--- src/rtl/dmem_arbiter.sv ---
// dmem_arbiter: shares the single 8-bit data memory port between the pipeline
// MEM stage (priority) and a DMA/debug port with a starvation guard, and runs
// a hardware zeroing sweep after reset or on clear_start.
// Optional build macro: DMEM_ARB_PERF_EN adds the stall_count output.
module dmem_arbiter #(
    parameter int ADDRESS_LINE = 8,
    parameter int MEM_SIZE     = 256,
    parameter int STARVE_LIMIT = 4
) (
    input  logic                    clock,
    input  logic                    reset,
    input  logic                    cpu_req,
    input  logic                    cpu_we,
    input  logic [ADDRESS_LINE-1:0] cpu_addr,
    input  logic [7:0]              cpu_wdata,
    output logic [7:0]              cpu_rdata,
    output logic                    cpu_stall,
    input  logic                    dma_valid,
    input  logic                    dma_we,
    input  logic [ADDRESS_LINE-1:0] dma_addr,
    input  logic [7:0]              dma_wdata,
    output logic                    dma_ready,
    output logic                    dma_rvalid,
    output logic [7:0]              dma_rdata,
    input  logic                    clear_start,
    output logic                    clear_busy,
    output logic [ADDRESS_LINE-1:0] mem_address,
    output logic [7:0]              mem_write_data,
    output logic                    mem_write,
    output logic                    mem_read,
    input  logic [7:0]              mem_read_data
`ifdef DMEM_ARB_PERF_EN
    ,
    output logic [15:0]             stall_count
`endif
);

    typedef enum logic {
        ST_CLEAR = 1'b0,
        ST_RUN   = 1'b1
    } state_t;

    localparam logic [ADDRESS_LINE-1:0] LAST_ADDR  = ADDRESS_LINE'(MEM_SIZE - 1);
    localparam logic [7:0]              STARVE_MAX = 8'(STARVE_LIMIT);

    state_t                  state_q, state_d;
    logic [ADDRESS_LINE-1:0] clr_addr_q, clr_addr_d;
    logic [7:0]              starve_cnt_q, starve_cnt_d;
    logic                    dma_rvalid_q, dma_rvalid_d;
    logic [7:0]              dma_rdata_q, dma_rdata_d;
    logic                    grant_cpu, grant_dma;

    // State register; reset always restarts the sweep.
    always_ff @(posedge clock) begin
        if (reset) state_q <= ST_CLEAR;
        else       state_q <= state_d;
    end

    // Next state: sweep ends on the last address, clear_start re-enters the sweep.
    always_comb begin
        state_d = state_q;
        case (state_q)
            ST_CLEAR: if (clr_addr_q == LAST_ADDR) state_d = ST_RUN;
            ST_RUN:   if (clear_start) state_d = ST_CLEAR;
            default:  state_d = ST_CLEAR;
        endcase
    end

    // Outputs: grant decision and memory port mux.
    always_comb begin
        grant_dma      = 1'b0;
        grant_cpu      = 1'b0;
        cpu_stall      = 1'b0;
        dma_ready      = 1'b0;
        clear_busy     = 1'b0;
        mem_address    = '0;
        mem_write_data = '0;
        mem_write      = 1'b0;
        mem_read       = 1'b0;
        cpu_rdata      = '0;
        case (state_q)
            ST_CLEAR: begin
                clear_busy  = 1'b1;
                cpu_stall   = cpu_req;
                mem_write   = 1'b1;
                mem_address = clr_addr_q;
            end
            ST_RUN: begin
                // DMA wins when the pipeline is idle or the DMA has waited long enough.
                grant_dma = dma_valid & (~cpu_req | (starve_cnt_q >= STARVE_MAX));
                grant_cpu = cpu_req & ~grant_dma;
                cpu_stall = cpu_req & ~grant_cpu;
                dma_ready = grant_dma;
                if (grant_dma) begin
                    mem_address    = dma_addr;
                    mem_write_data = dma_wdata;
                    mem_write      = dma_we;
                    mem_read       = ~dma_we;
                end else if (grant_cpu) begin
                    mem_address    = cpu_addr;
                    mem_write_data = cpu_wdata;
                    mem_write      = cpu_we;
                    mem_read       = ~cpu_we;
                    if (!cpu_we) cpu_rdata = mem_read_data;
                end
            end
            default: ;
        endcase
    end

    // Datapath next values: sweep address, starvation counter, DMA read response.
    always_comb begin
        clr_addr_d   = '0;
        starve_cnt_d = '0;
        dma_rvalid_d = 1'b0;
        dma_rdata_d  = dma_rdata_q;
        if (state_q == ST_CLEAR) begin
            if (clr_addr_q != LAST_ADDR) clr_addr_d = clr_addr_q + 1'b1;
        end else begin
            // A waiting DMA accumulates; a new sweep starts the count fresh.
            if (dma_valid && !grant_dma && !clear_start)
                starve_cnt_d = (starve_cnt_q == 8'hFF) ? 8'hFF : starve_cnt_q + 8'd1;
            if (grant_dma && !dma_we) begin
                dma_rvalid_d = 1'b1;
                dma_rdata_d  = mem_read_data;
            end
        end
    end

    // Datapath registers.
    always_ff @(posedge clock) begin
        if (reset) begin
            clr_addr_q   <= '0;
            starve_cnt_q <= '0;
            dma_rvalid_q <= 1'b0;
            dma_rdata_q  <= '0;
        end else begin
            clr_addr_q   <= clr_addr_d;
            starve_cnt_q <= starve_cnt_d;
            dma_rvalid_q <= dma_rvalid_d;
            dma_rdata_q  <= dma_rdata_d;
        end
    end

    assign dma_rvalid = dma_rvalid_q;
    assign dma_rdata  = dma_rdata_q;

`ifdef DMEM_ARB_PERF_EN
    logic [15:0] stall_cnt_q, stall_cnt_d;

    // Stall counter: counts pipeline stalls in RUN, restarts with a commanded sweep.
    always_comb begin
        stall_cnt_d = stall_cnt_q;
        if (state_q == ST_RUN) begin
            if (clear_start)
                stall_cnt_d = '0;
            else if (cpu_stall && stall_cnt_q != 16'hFFFF)
                stall_cnt_d = stall_cnt_q + 16'd1;
        end
    end

    // Stall counter register.
    always_ff @(posedge clock) begin
        if (reset) stall_cnt_q <= '0;
        else       stall_cnt_q <= stall_cnt_d;
    end

    assign stall_count = stall_cnt_q;
`endif

endmodule

--- config.mk ---
export PLATFORM = sky130hd
export DESIGN_NAME = dmem_arbiter
export DESIGN_NICKNAME = d
export VERILOG_FILES = /design/src/rtl/dmem_arbiter.sv
export SDC_FILE = /design/constraint.sdc
export NUM_CORES = 1
export LEC_CHECK = 0
export CORE_UTILIZATION = 35
export CTS_CLUSTER_SIZE = 12
export DETAILED_ROUTE_END_ITERATION = 6
export GPL_ROUTABILITY_DRIVEN = 1
export PLACE_DENSITY = 0.75
export RECOVER_POWER = 25
export SLEW_MARGIN = 15
export SYNTH_ARGS = -nofsm -noshare
export SYNTH_HDL_FRONTEND = slang
export SYNTH_SLANG_ARGS = --single-unit
--- constraint.sdc ---
create_clock -name clock -period 2.1 [get_ports clock]
set_clock_uncertainty 0.1 [all_clocks]
set_input_delay 0.42 -clock clock [delete_from_list [all_inputs] [get_ports clock]]
set_output_delay 0.42 -clock clock [all_outputs]
set_load 0.01 [all_outputs]
==> impl_metrics.json <==
{
  "worst_setup_path_end_kind": "primary output",
  "cp.arrival_ns": 1.84,
  "critPathMaxFanout": 6,
  "synth_warnings": 0,
  "worstHoldPathCells": 1,
  "grt.met1_usage": 0.252,
  "critPathRequiredTime_ns": 1.58,
  "clockBufferDepth": 2,
  "drt_wl_total_um": 4720,
  "root_buffer": "clkbuf_8",
  "switching_share": 0.201,
  "grt_pass1_vias": 1529,
  "htree_levels": 1,
  "final_nets": 300,
  "antenna-diode-count": 0,
  "design_area_mm2": 0.00258,
  "fin_util": 0.743,
  "dpl.hpwl_um": 3200,
  "hold_class": "flop to flop",
  "violations": "setup timing",
  "rrSetupSlack_ns": 0.37,
  "syn_area_mm2": 0.00131,
  "power_uw": 1080,
  "worst_r2r_endpoint": "clr_addr_q[2]$_SDFF_PP0_",
  "clk_pin_slew_ns": 0.08,
  "power_density_mw_per_mm2": 421,
  "synth-edff-count": 0,
  "place.gp.congestion": 0.833,
  "setup.worst_path.end": "mem_address[1]",
  "syn_to_final_growth_pct": 96.7,
  "numPortBuffers": 84,
  "r2r_cells": 5,
  "setup_ws_ns": -0.259,
  "internal_power_uw": 866,
  "fmax_mhz": 424,
  "grt_usage": 0.232,
  "grt_use_met3": 0.0543,
  "antenna_left": 0,
  "r2r-start": "clr_addr_q[0]$_SDFF_PP0_",
  "vias_per_cell": 4.97,
  "pin_count": 85,
  "antenna_found_initial": 0,
  "grt_max_degree": 17,
  "slowest_delay_ns": 0.34,
  "clock-sinks": 26,
  "critPathLaunch": "starve_cnt_q[3]$_SDFF_PP0_",
  "placed_area_mm2": 0.00229,
  "leakage_uw": 0.00111,
  "core_mm2": 0.00347,
  "synth-seq-area-share": 0.397,
  "ctsHoldBuffers": 0,
  "period_share": 1.12,
  "netlist_instances": 139,
  "clk_latency_ns": 0.27,
  "ys_ff_latch": 26,
  "drtPass1Iterations": 4,
  "comb_power_share": 0.146,
  "cpMaxStageDelayCell": "dfxtp_2",
  "finalSetupViolations": 26,
  "finalMaxSlewViolations": 0,
  "grt_overflow": 0,
  "crit_type": "flop to primary output",
  "hold_viol_final": 0,
  "drc": 0,
  "ys_types": 36,
  "fin_setup_tns_ns": -4.69,
  "synth_flop_cell": "dfxtp_1",
  "switching_power_uw": 218,
  "start_util": 0.378,
  "p_seq_frac": 0.478,
  "cts_buffers": 3,
  "path_common_cell": "buf_6",
  "avgSynthCellArea_um2": 9.42,
  "core.rowCount": 21,
  "postSynth.asyncResetShare": 0,
  "gr-max-usage-layer": "met2",
  "synth.top_cell.area_share": 0.397,
  "die_w_um": 63.2,
  "power_frac_clock": 0.376,
  "vias": 1466,
  "synth_top_area_cell": "dfxtp_1",
  "crit_path_start_kind": "flop",
  "use_met2": 0.427,
  "status": "finished, violations left",
  "maxCapViolCount": 0,
  "path_cells": "nor4b_4, buf_4, a21oi_4, buf_6, and2_4, a221o_2, buf_6",
  "cts_tree": "done",
  "wl_per_cell_um": 16.0,
  "min_period_ns": 2.36,
  "drtIter0Drc": 84,
  "fp.dieH_um": 63.2,
  "grt_pass1_wl_um": 7180,
  "hold_path.startpoint": "starve_cnt_q[0]$_SDFF_PP0_",
  "synth_area_leaders": "dfxtp_1 40%, and2_1 7.6%, mux2i_1 6.1%, nor2_1 4.9%, a22o_2 4.6%",
  "die_area_mm2": 0.00399,
  "peakVddDrop_mv": 0.412,
  "drive_above_1_share": 0.382,
  "rsz0062_at_grt": "true"
}
==> cells by family (layout without fill, tap and decap cells) <==
logic type	Yosys count	after routing	synth area share
other	1	5	0.00286
flip-flops	26	26	0.397
multiplexers	8	8	0.0611
AND/OR/NAND/NOR	57	58	0.244
AO/OA/AOI/OAI	25	25	0.169
buffers and inverters	12	117	0.0506
XOR/XNOR	7	7	0.0468
adder cells (fa/ha/maj)	3	3	0.0287
==> routing by layer <==
metal	part of all wire	up-vias	wire, um
li1	-	711	-
met1	0.42	717	2000
met2	0.53	34	2490
met3	0.033	4	158
met4	0.014	0	65
met5	0	-	0
==> through the flow <==
step / cells / hold WS, ns / setup WS (ns)
after floorplan: 143 / 0.336 / 0.0771
after global placement: 279 / 0.348 / -0.843
after detailed placement: 279 / 0.369 / -0.927
after CTS: 295 / 0.382 / -0.261
after global routing: 295 / 0.412 / -0.319
final: 295 / 0.380 / -0.259
==> cell usage after synthesis, drive strengths merged (2+ instances only) <==
master,n
a221o,8
xor2,3
mux2i,8
and2,16
nor3,5
a21oi,4
dfxtp,26
and3,2
nand2,4
a22o,8
nand3,4
inv,5
nand4,2
xnor2,4
nor2,17
buf,5
clkbuf,2
ha,3
==> sequential cells by signal, indices dropped and copies added (netlist names) <==
name / cells
dma_rdata: 8
clr_addr_q: 8
state_q: 1
dma_rvalid: 1
starve_cnt_q: 8
==> worst min path at each step <==
| stage | endpoint |
|---|---|
| after floorplan | starve_cnt_q[0]$_SDFF_PP0_ |
| after global placement | starve_cnt_q[0]$_SDFF_PP0_ |
| after detailed placement | starve_cnt_q[0]$_SDFF_PP0_ |
| after CTS | starve_cnt_q[0]$_SDFF_PP0_ |
| after global routing | starve_cnt_q[0]$_SDFF_PP0_ |
| final | starve_cnt_q[0]$_SDFF_PP0_ |
==> final cells by class <==
type | instances | area (um2)
clock inverter | 1 | 30.0
tap | 46 | 57.6
fill | 253 | 892
inverter | 5 | 18.8
sequential | 26 | 528
multi-input combinational | 106 | 871
timing repair buffer | 108 | 1030
clock buffer | 3 | 41.3
==> power by group through the flow <==
| stage | clock (uW) | sequential, uW | combinational (uW) |
|---|---|---|---|
| 6_report | 408 | 518 | 158 |
| 5_1_grt | 438 | 519 | 166 |
| 4_1_cts | 417 | 517 | 153 |
| 3_5_place_dp | 0 | 526 | 142 |
| 3_3_place_gp | 0 | 525 | 138 |
| 2_1_floorplan | 0 | 523 | 28.6 |
==> placed cells by master, fill, tap and decap left out, types with 2 or more instances in the layout <==
master	instances
clkdlybuf4s50_1	53
buf_6	22
dfxtp_1	20
nor2_1	17
buf_4	17
and2_4	12
buf_2	11
mux2i_1	8
a22o_4	6
dfxtp_2	6
conb_1	5
inv_1	4
and2_1	4
nand2_1	4
a221o_1	4
a221o_2	4
nor3_1	4
nand3_1	4
xnor2_1	4
a21oi_1	3
xor2_1	3
ha_1	3
clkbuf_8	3
a22o_1	2
nand4_1	2
==> worst max-delay path: cells and delay by family, from the launching register on <==
kind                   cells  cell delay, ns
AO/OA/AOI/OAI              2            0.38
buffers and inverters      3            0.44
flip-flops                 1            0.34
AND/OR/NAND/NOR            2            0.42
==> timing repair <==
| action | 4_1_cts | 5_1_grt |
|---|---|---|
| setup buffers | 12 | 1 |
| setup endpoints to repair | 28 | 28 |
| pin swaps | 17 | 15 |
| resized for setup | 160 | 17 |
| gates cloned | 1 | 1 |
Note: power is estimated with default switching activity, not from simulation.
==> patch 1, RTL diff (same settings) <==
`ADDRESS_LINE`: 8 -> 4.
--- a/src/rtl/dmem_arbiter.sv
+++ b/src/rtl/dmem_arbiter.sv
@@ -5,3 +5,3 @@
 module dmem_arbiter #(
-    parameter int ADDRESS_LINE = 8,
+    parameter int ADDRESS_LINE = 4,
     parameter int MEM_SIZE     = 256,
Ports: changed (resized cpu_addr, dma_addr and mem_address); port bits go from 85 to 73. The function was not compared with the original's and may differ.
==> patch 1 against the unedited design <==
  * The flow finishes with violations (design-rule violations, negative setup slack)
  * Worst setup slack worse by 0.14 ns
  * Global-route usage is 1.2 points higher
  * Sequential cell count decreased by 4
  * First-iteration DRC count down 52%
  * Largest power group unchanged
  * Synthesized area down 17%
  * Final area is 20% lower
  * Power fell by 30%
  * Wire length decreased by 18%
  * Synthesized cell count decreased by 22%
  * Critical endpoint is now cpu_rdata[1]
  * Die area down 17%
  * Count of clock-buffer cells in the layout is the same
==> patch 1: results <==
export IMPL_detail_route_iter0_violations=40
export IMPL_first_global_vias=1324
export IMPL_reg2reg_to="starve_cnt_q[2]"
export IMPL_async_reset_ff_frac=0
export IMPL_ys_top_cells_by_area="dfxtp_1 41%, mux2i_1 7.4%, a22o_1 6.5%, and2_1 4.6%, nor4b_4 4.4%"
export IMPL_critical_path_arrival_ns=1.97
export IMPL_antenna_found_initial=0
export IMPL_r2r_cells=7
export IMPL_slew_limit_headroom=0.620
export IMPL_dp_final_hpwl_microns=2810
export IMPL_hold_end="starve_cnt_q[0]"
export IMPL_drive_above_1_share=0.361
export IMPL_vias_per_cell=5.09
export IMPL_synth_edf_count=0
export IMPL_outcome="complete, but fails checks"
export IMPL_ys_types=36
export IMPL_yosysWarningCount=0
export IMPL_leakage_nw=0.891
export IMPL_critPathMaxFanout=2
export IMPL_p_switching_mw=0.175
export IMPL_gp_congestion=0.803
export IMPL_antenna_cells=0
export IMPL_finalSetupViolCount=23
export IMPL_cts_path_max_buffers=2
export IMPL_failed_checks="design-rule violations, negative setup slack"
export IMPL_cts_max_level=1
export IMPL_drt_pass1_iter_count=6
export IMPL_numCtsBuffers=3
export IMPL_insertion_delay_ns=0.30
export IMPL_grt_max_degree=13
export IMPL_drcViolationCount=10
export IMPL_synth_commonest_cells="22 x dfxtp_1, 12 x nor2_1, 8 x a22o_1, 8 x and2_1, 8 x mux2i_1"
export IMPL_final_nets=252
export IMPL_ir_drop_uv=431
export IMPL_hold_path_startpoint="starve_cnt_q[0]"
export IMPL_grt_pass1_wl_microns=5980
export IMPL_grt_usage=0.243
export IMPL_cts_clk_slew_worst_paths_ns=0.11
export IMPL_portBuffers=72
export IMPL_fillers=230
export IMPL_synth_yosys_seq_area_share=0.406
export IMPL_r2r_slack_ns=0.14
export IMPL_min_path_type="reg2reg"
export IMPL_root_buffer="clkbuf_4"
export IMPL_finalWorstSetupSlack_ns=-0.394
export IMPL_routed_wl_microns=3880
export IMPL_r2r_start="starve_cnt_q[2]"
export IMPL_hold_path_cell_count=1
patch 1: timing repair:
item | in CTS | in global routing
hold buffers | 0 | 0
gates resized for setup | 124 | 15
pin swaps | 17 | 6
cloned | 1 | 0
setup buffers | 9 | 1
setup endpoints to repair | 24 | 28
patch 1: power groups by stage:
stage / Clock (mW) / Combinational (mW) / Sequential [mW]
2_1_floorplan: 0 / 0.0300 / 0.444
3_3_place_gp: 0 / 0.126 / 0.446
3_5_place_dp: 0 / 0.129 / 0.446
4_1_cts: 0.193 / 0.132 / 0.437
5_1_grt: 0.214 / 0.138 / 0.440
6_report: 0.188 / 0.130 / 0.438
patch 1: layer usage:
metal | vias to the layer above | routed length, microns | GRT usage
li1 | 577 | - | -
met1 | 563 | 1440 | 0.262
met2 | 67 | 1930 | 0.435
met3 | 10 | 412 | 0.0737
met4 | 0 | 102 | 0.116
met5 | - | 0 | 0
patch 1: worst max path at each step:
stage                          from                end  slack (ns)  depth (start not counted)
floorplan           starve_cnt_q[2]     mem_address[2]        0.13                          5
finish              starve_cnt_q[2]       cpu_rdata[1]       -0.39                          8
detailed placement          cpu_req  mem_write_data[5]       -0.81                          7
global route        starve_cnt_q[2]       cpu_rdata[1]       -0.45                          8
CTS                 starve_cnt_q[7]       cpu_rdata[7]       -0.39                          8
global placement            cpu_req       cpu_rdata[2]       -0.74                          7
patch 1: cell type report:
class | count | area share
clock buffers | 3 | 0.0109
inverters | 4 | 0.00906
multi-input cells | 82 | 0.326
flip-flops and latches | 22 | 0.214
well taps | 31 | 0.0187
repair buffers | 97 | 0.421
patch 1: stage by stage:
step | instance area, sq um | std cells | setup WS (ns) | hold slack, ns | setup TNS, ns
6_report | 2070 | 239 | -0.394 | 0.375 | -6.72
4_1_cts | 2040 | 239 | -0.392 | 0.376 | -6.81
2_1_floorplan | 1100 | 112 | 0.130 | 0.330 | 0
3_5_place_dp | 1960 | 227 | -0.808 | 0.360 | -18.69
5_1_grt | 2070 | 239 | -0.452 | 0.396 | -8.62
3_3_place_gp | 1960 | 227 | -0.742 | 0.343 | -17.20
patch 1: kinds of logic after synthesis:
| logic type | synth area share |
|---|---|
| buffers and inverters | 0.0369 |
| other | 0.00346 |
| adders and majority gates | 0.0346 |
| xor gates and xnor gates | 0.0242 |
| DFF | 0.406 |
| muxes | 0.0842 |
| AOI/OAI and AO/OA | 0.153 |
| and+or+nand+nor | 0.257 |
patch 1: worst max-delay path, cell delays in order, from the launching register on:
cell and delay, ns:
dfxtp_2 0.35, nor4b_4 0.34, a21boi_4 0.10, nor4b_4 0.28
buf_2 0.19, buf_6 0.10, buf_6 0.08, and2_4 0.14
buf_6 0.09
==> patch 2, RTL diff (config.mk and constraints unchanged) <==
Made on the original files. `clr_addr_q` and `dma_rdata_q` no longer have a reset.
--- a/src/rtl/dmem_arbiter.sv
+++ b/src/rtl/dmem_arbiter.sv
@@ -132,12 +132,13 @@
         if (reset) begin
-            clr_addr_q   <= '0;
             starve_cnt_q <= '0;
             dma_rvalid_q <= 1'b0;
-            dma_rdata_q  <= '0;
         end else begin
-            clr_addr_q   <= clr_addr_d;
             starve_cnt_q <= starve_cnt_d;
             dma_rvalid_q <= dma_rvalid_d;
-            dma_rdata_q  <= dma_rdata_d;
         end
+    end
+
+    always_ff @(posedge clock) begin
+        clr_addr_q  <= clr_addr_d;
+        dma_rdata_q <= dma_rdata_d;
     end
Function: changed (a bounded check fails within 4 cycles, from zero or initial values and one cycle with reset high).
==> patch 2 against the unedited design <==
  * The flow still finishes with violations (negative setup slack)
  * Hold slack worse by 0.0014 ns
  * Wire length is 9.9% lower
  * Worst setup slack worse by 0.0038 ns
  * Final area is 8.9% lower
  * Fmax is 0.16% lower
  * Synthesized area is 3.2% lower
  * Count of clock-buffer cells in the layout stayed put
  * Sequential cell count stayed put
Power is not compared: it rests on default switching activity, and its combinational part moved more than twofold at a synthesized area within 25%.
==> patch 2: results <==
export IMPL_wl_met3_microns=186
export IMPL_post_place_cells=259
export IMPL_detail_route_iter0_violations=38
export IMPL_synth_commonest_cells="18 x dfxtp_1, 16 x a22o_1, 8 x a21o_1, 8 x and2_1, 8 x edfxtp_1"
export IMPL_root_buffer="clkbuf_4"
export IMPL_met1_length_microns=1740
export IMPL_synth_ff_type="dfxtp_1"
export IMPL_portBuffers=84
export IMPL_min_path_type="reg2reg"
export IMPL_reg2reg_to="clr_addr_q[7]"
export IMPL_outcome="complete, but fails checks"
export IMPL_fillers=279
export IMPL_finalSetupViolCount=27
export IMPL_dp_final_hpwl_microns=3190
export IMPL_final_nets=278
export IMPL_r2r_slack_ns=0.47
export IMPL_finalWorstSetupSlack_ns=-0.263
export IMPL_leakage_nw=1.04
export IMPL_wl_per_cell_microns=15.6
export IMPL_placed_area_sq_um=2260
export IMPL_critPathMaxFanout=4
export IMPL_drt_pass1_iter_count=4
export IMPL_critPathMaxStageDelay_ns=0.36
export IMPL_hold_path_cell_count=1
export IMPL_fin_tns_setup_ns=-5.46
export IMPL_insertion_delay_ns=0.31
export IMPL_async_reset_ff_frac=0
export IMPL_ys_top_cells_by_area="dfxtp_1 28%, edfxtp_1 19%, a22o_1 11%, a21o_1 4.7%, and2_1 3.9%"
export IMPL_synth_yosys_seq_area_share=0.473
export IMPL_synth_edf_count=8
export IMPL_antenna_cells=0
export IMPL_numCtsBuffers=3
export IMPL_ys_types=33
export IMPL_cts_clk_slew_worst_paths_ns=0.13
export IMPL_wl_met2_microns=2280
export IMPL_r2r_start="clr_addr_q[0]"
export IMPL_hold_end="clr_addr_q[0]"
export IMPL_gp_congestion=0.783
export IMPL_synth_cells=119
export IMPL_cts_max_level=1
export IMPL_grt_max_degree=15
export IMPL_slew_limit_headroom=0.611
export IMPL_drive_above_1_share=0.313
export IMPL_grt_pass1_wl_microns=6980
export IMPL_antenna_found_initial=0
export IMPL_critical_path_arrival_ns=1.84
export IMPL_fin_cells=273
export IMPL_dp_slack_ns=-0.908
export IMPL_yosysWarningCount=0
export IMPL_cts_path_max_buffers=2
export IMPL_whs_ns=0.379
export IMPL_ir_drop_uv=444
export IMPL_failed_checks="negative setup slack"
export IMPL_r2r_cells=4
export IMPL_vias=1337
export IMPL_top_layer_used="met4"
export IMPL_hold_path_startpoint="clr_addr_q[0]"
export IMPL_cp_slowest_cell="dfxtp_2"
export IMPL_grt_usage=0.230
==> patch 2: changes by cell type after synthesis, moves of 4 or more <==
cell,unedited run,this run
mux2i_1,8,0
a22o_1,2,16
a21o_1,1,8
dfxtp_1,26,18
edfxtp_1,0,8
and2_1,16,8
a221o_2,4,0
a221o_1,4,0
a22o_2,6,0
nor2_1,17,7
==> patch 2: layout make-up <==
cell class | count | area (sq um) | share of cell area
Sequential cell | 26 | 604 | 0.258
Multi-Input combinational cell | 88 | 673 | 0.287
Clock buffer | 3 | 22.5 | 0.00960
Clock inverter | 1 | 3.75 | 0.00160
Inverter | 5 | 18.8 | 0.00800
Tap cell | 46 | 57.6 | 0.0245
Timing Repair Buffer | 104 | 966 | 0.412
==> patch 2: worst max path at each step <==
| stage | from | to | slack (ns) | cells after the start |
|---|---|---|---|---|
| floorplan | cpu_req | mem_read | 0.17 | 4 |
| global placement | cpu_req | mem_write_data[6] | -0.83 | 7 |
| detailed placement | cpu_req | mem_write_data[4] | -0.91 | 7 |
| CTS | starve_cnt_q[2] | cpu_rdata[2] | -0.28 | 7 |
| global route | starve_cnt_q[5] | cpu_rdata[1] | -0.35 | 7 |
| finish | starve_cnt_q[5] | cpu_rdata[2] | -0.26 | 7 |
==> patch 2: power breakdown <==
group,leakage [nW],internal [mW],switching [mW],total [mW]
clock,0.0154,0.0695,0.137,0.206
combinational,0.806,0.278,0.187,0.465
sequential,0.222,0.591,0.0822,0.674
==> patch 2: cell families after synthesis <==
| kind of cell | after synthesis | share of synthesized area |
|---|---|---|
| other cells | 1 | 0.00296 |
| compound gates | 35 | 0.219 |
| xor+xnor | 6 | 0.0414 |
| flops | 26 | 0.473 |
| fa+ha+maj | 3 | 0.0296 |
| buf+inv | 11 | 0.0552 |
| simple gates | 37 | 0.179 |
==> patch 2: per-layer routing <==
layer	GRT usage	vias up
met3	0.0331	4
li1	-	650
met4	0.0785	0
met2	0.422	49
met5	0	-
met1	0.271	634
==> patch 2: what timing repair did <==
action / in CTS / in global routing
resized for setup: 137 / 9
buffers inserted: 6 / 2
setup endpoints to repair: 29 / 28
cloned: 3 / 0
pin swaps: 16 / 4
==> patch 2: critical path, delay by kind of cell, from the launching register on <==
| family | cells | cell delay (ns) |
|---|---|---|
| AO/OA/AOI/OAI | 1 | 0.19 |
| buffers and inverters | 3 | 0.28 |
| flip-flops | 1 | 0.36 |
| AND/OR/NAND/NOR | 3 | 0.70 |
